===== src/rtl/pc_flow_ctrl_if.sv =====
// pc_flow_ctrl_if: EX jump/stall requests in, fetch address and pipeline flush/hold out.
interface pc_flow_ctrl_if #(parameter int CNT_W = 16);
    logic             jump_en_i;
    logic [31:0]      jump_addr_i;
    logic             hold_flag_i;
    logic             hold_ext_i;
    logic [31:0]      pc_o;
    logic             pc_valid_o;
    logic             flush_o;
    logic             hold_o;
    logic             misalign_o;
    logic [CNT_W-1:0] jump_cnt_o;
    modport master (output jump_en_i, jump_addr_i, hold_flag_i, hold_ext_i,
                    input  pc_o, pc_valid_o, flush_o, hold_o, misalign_o, jump_cnt_o);
    modport slave  (input  jump_en_i, jump_addr_i, hold_flag_i, hold_ext_i,
                    output pc_o, pc_valid_o, flush_o, hold_o, misalign_o, jump_cnt_o);
endinterface


===== src/rtl/pc_flow_ctrl.sv =====
// pc_flow_ctrl: program counter owner; applies EX jumps, defers jumps seen under bus stall,
// and drives flush/hold to the if_id and id_ex pipeline registers.
module pc_flow_ctrl #(
    parameter logic [31:0] RESET_ADDR  = 32'h0000_0000,
    parameter int unsigned FLUSH_EXTRA = 0,
    parameter int          CNT_W       = 16
) (
    input logic           clk,
    input logic           rst,
    pc_flow_ctrl_if.slave bus
);
    typedef enum logic [1:0] {BOOT, RUN, FLUSH, HOLD} state_t;
    localparam logic [2:0] FX = 3'(FLUSH_EXTRA);
    state_t           r_state, w_state;
    logic [31:0]      r_pc, w_pc, r_pend_addr, w_pend_addr, w_target;
    logic [CNT_W-1:0] r_cnt, w_cnt;
    logic [2:0]       r_fcnt, w_fcnt;
    logic             r_valid, r_misalign, w_misalign, r_pend, w_pend, w_flush, w_hold;
    always_ff @(posedge clk or posedge rst) begin
        if (rst) begin
            r_state     <= BOOT;
            r_pc        <= RESET_ADDR;
            r_valid     <= 1'b0;
            r_misalign  <= 1'b0;
            r_cnt       <= '0;
            r_pend      <= 1'b0;
            r_pend_addr <= '0;
            r_fcnt      <= '0;
        end else begin
            r_state     <= w_state;
            r_pc        <= w_pc;
            r_valid     <= 1'b1;
            r_misalign  <= w_misalign;
            r_cnt       <= w_cnt;
            r_pend      <= w_pend;
            r_pend_addr <= w_pend_addr;
            r_fcnt      <= w_fcnt;
        end
    end
    // A live EX jump overrides a deferred one
    assign w_target = bus.jump_en_i ? bus.jump_addr_i : r_pend_addr;
    always_comb begin
        w_state     = r_state;
        w_pc        = r_pc;
        w_misalign  = r_misalign;
        w_cnt       = r_cnt;
        w_pend      = r_pend;
        w_pend_addr = r_pend_addr;
        w_fcnt      = r_fcnt;
        w_flush     = 1'b0;
        w_hold      = 1'b0;
        if (r_state == BOOT) begin
            w_flush = 1'b1;
            w_state = RUN;
        end else if (bus.hold_ext_i) begin
            w_hold      = 1'b1;
            w_state     = HOLD;
            w_pend      = r_pend | bus.jump_en_i;
            w_pend_addr = bus.jump_en_i ? bus.jump_addr_i : r_pend_addr;
        end else if (bus.jump_en_i | r_pend) begin
            w_flush    = 1'b1;
            w_pc       = w_target & ~32'h3;
            w_cnt      = r_cnt + CNT_W'(1);
            w_misalign = r_misalign | (|w_target[1:0]);
            w_pend     = 1'b0;
            w_fcnt     = FX;
            w_state    = (FX != 3'd0) ? FLUSH : RUN;
        end else if (bus.hold_flag_i) begin
            w_hold  = 1'b1;
            w_state = HOLD;
        end else begin
            w_pc    = r_pc + 32'd4;
            w_flush = (r_state == FLUSH);
            w_fcnt  = (r_state == FLUSH) ? r_fcnt - 3'd1 : r_fcnt;
            w_state = (r_state == FLUSH && r_fcnt > 3'd1) ? FLUSH : RUN;
        end
    end
    assign bus.pc_o       = r_pc;
    assign bus.pc_valid_o = r_valid;
    assign bus.flush_o    = w_flush;
    assign bus.hold_o     = w_hold;
    assign bus.misalign_o = r_misalign;
    assign bus.jump_cnt_o = r_cnt;
endmodule

===== src/flat_wrapper.sv =====
// flat-port wrapper written by rule: the top's interface ports become plain ports
module pc_flow_ctrl_flat 
#(
    parameter logic [31:0] RESET_ADDR  = 32'h0000_0000,
    parameter int unsigned FLUSH_EXTRA = 0,
    parameter int          CNT_W       = 16
)
  (clk, rst, bus_jump_en_i, bus_jump_addr_i, bus_hold_flag_i, bus_hold_ext_i, bus_pc_o, bus_pc_valid_o, bus_flush_o, bus_hold_o, bus_misalign_o, bus_jump_cnt_o);
  pc_flow_ctrl_if #(.CNT_W(CNT_W)) bus_i ();
  input logic clk;
  input logic rst;
  input wire logic [$bits(bus_i.jump_en_i)-1:0] bus_jump_en_i;
  input wire logic [$bits(bus_i.jump_addr_i)-1:0] bus_jump_addr_i;
  input wire logic [$bits(bus_i.hold_flag_i)-1:0] bus_hold_flag_i;
  input wire logic [$bits(bus_i.hold_ext_i)-1:0] bus_hold_ext_i;
  output wire logic [$bits(bus_i.pc_o)-1:0] bus_pc_o;
  output wire logic [$bits(bus_i.pc_valid_o)-1:0] bus_pc_valid_o;
  output wire logic [$bits(bus_i.flush_o)-1:0] bus_flush_o;
  output wire logic [$bits(bus_i.hold_o)-1:0] bus_hold_o;
  output wire logic [$bits(bus_i.misalign_o)-1:0] bus_misalign_o;
  output wire logic [$bits(bus_i.jump_cnt_o)-1:0] bus_jump_cnt_o;
  assign bus_i.jump_en_i = bus_jump_en_i;
  assign bus_i.jump_addr_i = bus_jump_addr_i;
  assign bus_i.hold_flag_i = bus_hold_flag_i;
  assign bus_i.hold_ext_i = bus_hold_ext_i;
  assign bus_pc_o = bus_i.pc_o;
  assign bus_pc_valid_o = bus_i.pc_valid_o;
  assign bus_flush_o = bus_i.flush_o;
  assign bus_hold_o = bus_i.hold_o;
  assign bus_misalign_o = bus_i.misalign_o;
  assign bus_jump_cnt_o = bus_i.jump_cnt_o;
  pc_flow_ctrl #(.RESET_ADDR(RESET_ADDR), .FLUSH_EXTRA(FLUSH_EXTRA), .CNT_W(CNT_W)) u_core (.clk(clk), .rst(rst), .bus(bus_i));
endmodule

===== config.mk =====
export PLATFORM = sky130hd
export DESIGN_NAME = pc_flow_ctrl_flat
export DESIGN_NICKNAME = d
export VERILOG_FILES = /design/src/rtl/pc_flow_ctrl_if.sv /design/src/rtl/pc_flow_ctrl.sv /design/src/flat_wrapper.sv
export SDC_FILE = /design/constraint.sdc
export NUM_CORES = 1
export LEC_CHECK = 0
export BUFFER_PORTS_ARGS = -buffer_cell sky130_fd_sc_hd__buf_2
export CAP_MARGIN = 30
export CORE_MARGIN = 2
export CORE_UTILIZATION = 37
export CTS_CLUSTER_SIZE = 16
export DETAILED_ROUTE_END_ITERATION = 6
export GPL_ROUTABILITY_DRIVEN = 0
export HOLD_SLACK_MARGIN = 0.03
export SYNTH_ARGS = -nofsm -noshare
export SYNTH_HDL_FRONTEND = slang
export SYNTH_SLANG_ARGS = --single-unit

===== constraint.sdc =====
create_clock -name clk -period 8.5 [get_ports clk]
set_clock_uncertainty 0.15 [all_clocks]
set_input_delay 1.7 -clock clk [delete_from_list [all_inputs] [get_ports clk]]
set_output_delay 1.7 -clock clk [all_outputs]
set_load 0.03 [all_outputs]

==> metrics <==
cell type with the largest total area after synthesis=sky130_fd_sc_hd__dfrtp_1; path class of the lowest-slack min-delay path=reg2reg; HPWL after detailed placement=8590 microns; worst slew margin relative to its limit=about two fifths; clock latency on the worst-skew pair=340 ps; Post-CTS Setup Inserts=0; number of nets at the end of the flow=581; total congestion overflow after global routing=0; endpoint arrival time on the critical path=between 2000 and 3000 ps; global-route total usage across every layer=roughly 20%; startpoint of the worst setup timing path=bus_jump_en_i; final worst hold slack=319 ps; largest cells by area after synthesis=sky130_fd_sc_hd__dfrtp_1, sky130_fd_sc_hd__mux2_2, sky130_fd_sc_hd__a21oi_1; number of enable flip-flop cells after synthesis=0; area of the die=13,300 sq um; actual transition at the worst max-transition pin=873 ps; DRC violations left=0; Worst path max stage delay=around 550 ps; Final ANT Viol Nets=0; CTS tree=built; list of cells traversed by the critical path=buf_2, nor2_1, a21oi_1, nor2_1, buf_2; summed instance area of the synthesized netlist=4570 sq um; Tmin final=4730 ps; highest ir drop seen on vdd=0.130 mV; Longest Clk Path Bufs=2; final wirelength=12,500 microns; xor and xnor area share after synthesis=under 10%; clock transition at the registers of the reported paths=around 60 ps; Util after Layout=between 40% and 50%; standard-cell row count=40; DRT Pass-1 Iters=5; die boundary width=115 microns; fillers=1,152; count leader, synth=sky130_fd_sc_hd__dfrtp_1; synth-to-layout area growth=18.5%; power per standard cell area=225 nW/um^2; maximum fanout encountered on the critical timing path=35; wire per inst=17.5 microns; Compound-Gate Fraction of Synth Area=18.1%; final antenna diode count=0; number of global-route vias before repair=3,794; number of vias in the routed layout=4,012; fraction of registers with async set or reset after synthesis=100%; final worst-path cycle share=55.7%; RSZ-0062 raised after global routing=false; post-synth top area share=47.0%; master of the slowest instance on the critical path=sky130_fd_sc_hd__buf_2; final number of max-transition violations=0; global-route wire length before repair=around 20,000 microns; count of buffer and inverter cells on the critical path=2; setup TNS=0 ps; Vias/cell=5.63; number of H-tree levels=3; count of endpoints failing hold in the final timing report=0; CTS root buf=sky130_fd_sc_hd__clkbuf_16; launch instance of the worst register-to-register path=u_core.r_pend; Setup Viol. Count Final=0; max-cap violations=0; multi-input logic area=2260 sq um; clock buffers created by TritonCTS=9; TritonCTS Sinks=86; leakage=about 2.4 nW; Synth Area in Adders=1.09%; multiplexer share of the synthesized area=9.87%; Initial Util=37.9%; mean post-synth cell area=9.84 sq um; dominant register cell in the synthesized netlist=sky130_fd_sc_hd__dfrtp_1; number of standard cells after synthesis=465; Post-CTS Resized=0; IO Pins=89; core region area=12,100 sq um; Top Family by Delay on Critical Path=buffers and inverters; pin count of the biggest net entering global routing=53; maximum clock frequency=211 MHz; worst path required time=6650 ps; fraction of final layout cells with drive strength greater than 1=29.2%; simple logic cell fraction of the synthesized area=17.0%; Seq cells post-synth=between 80 and 90; Synth warnings=0; critical setup path kind=in2out; footprint of the flip-flops and latches=2150 sq um; initial antenna violation count=0; post-synthesis cell type count=63; CP startpoint kind=primary input; combinational family with the most area after synthesis=compound AO/OA/AOI/OAI gates; Die Height=roughly 120 microns; kind of end point of the critical path=output pin; port bufs=86; violation count after the first detailed-route iteration=315; share of the yosys chip area belonging to registers=47.0%; result of the run=finished, final reports clean; Post-CTS Hold Buffers=0; launch instance of the worst min-delay path=u_core.bus.misalign_o; top cells by count, synth=sky130_fd_sc_hd__dfrtp_1, sky130_fd_sc_hd__a21oi_1, sky130_fd_sc_hd__nand2_1
[power by group]
part / switching, mW / total, mW / internal (mW)
clock: 0.156 / 0.371 / 0.215
sequential: 0.0752 / 0.547 / 0.472
combinational: 0.194 / 0.303 / 0.109
total: 0.425 / 1.22 / 0.796
[layout by cell type, fill, tap and decap left out, drive strengths merged, types with 4 or more instances in the layout]
cell type / synthesis / final
buf: 7 / 91
dfrtp: 86 / 86
a21oi: 40 / 40
nand2: 38 / 38
mux2: 33 / 33
nor2: 32 / 32
o21ai: 30 / 30
nand3: 22 / 22
clkbuf: 21 / 14
nand4: 13 / 13
nor3: 13 / 13
inv: 12 / 11
o22ai: 9 / 9
xnor2: 9 / 9
mux2i: 8 / 8
or3: 7 / 7
and3: 7 / 7
xor2: 7 / 7
o211ai: 6 / 6
nand2b: 4 / 4
a22oi: 4 / 4
ha: 4 / 4
[routing by layer]
layer / part of all wire [%] / track usage [%] / wire length (microns) / vias up
met5: 0 / 0 / 0 / -
met3: 7.1 / 4.22 / 883 / 23
li1: - / - / - / 1857
met2: 47 / 31.1 / 5820 / 178
met1: 44 / 26.4 / 5560 / 1954
met4: 1.9 / 6.67 / 236 / 0
[cell families (layout without fill, tap and decap cells)]
family,after synthesis,count (layout)
multiplexers,41,41
flip-flops,86,86
AO/OA/AOI/OAI,128,128
adder cells (fa/ha/maj),4,4
buffers and inverters,41,120
XOR/XNOR,16,16
other,2,3
AND/OR/NAND/NOR,147,147
[sequential cells by signal, summed over array words and instances, names as in the netlist]
register / cells
u_core.bus.pc_valid_o: 1
u_core.r_pend_addr: 32
u_core.bus.jump_cnt_o: 16
u_core.r_pend: 1
u_core.r_state: 2
u_core.r_fcnt: 3
u_core.bus.pc_o: 30
u_core.bus.misalign_o: 1
[final cells by class]
class | count | area share (%)
multi-input cells | 339 | 41.7
well taps | 168 | 3.88
flip-flops and latches | 86 | 39.7
clock buffers | 14 | 4.87
inverters | 13 | 0.924
clock inverters | 2 | 0.300
repair buffers | 91 | 8.64
[final timing paths]
check	to	slack, ps	depth (start not counted)
worst max-delay path	bus_hold_o	3770	5
worst min-delay path	u_core.bus.misalign_o	320	1
worst max register to register	u_core.bus.pc_o[31]	5540	6
worst min register to register	u_core.bus.misalign_o	320	1
max in group asynchronous	u_core.bus.pc_o[19]	5820	3
min in group asynchronous	u_core.r_fcnt[2]	1260	2
[through the flow]
| stage | cells | worst slack, ps | cell area [sq um] | power [mW] |
|---|---|---|---|---|
| 3_3_place_gp | 697 | 3800 | 5140 | 0.849 |
| 6_report | 713 | 3770 | 5420 | 1.22 |
| 2_1_floorplan | 466 | 3630 | 4580 | 0.754 |
| 3_5_place_dp | 697 | 3740 | 5140 | 0.858 |
| 5_1_grt | 713 | 3680 | 5420 | 1.28 |
| 4_1_cts | 713 | 3740 | 5420 | 1.23 |
(Power assumes the default switching activity.)
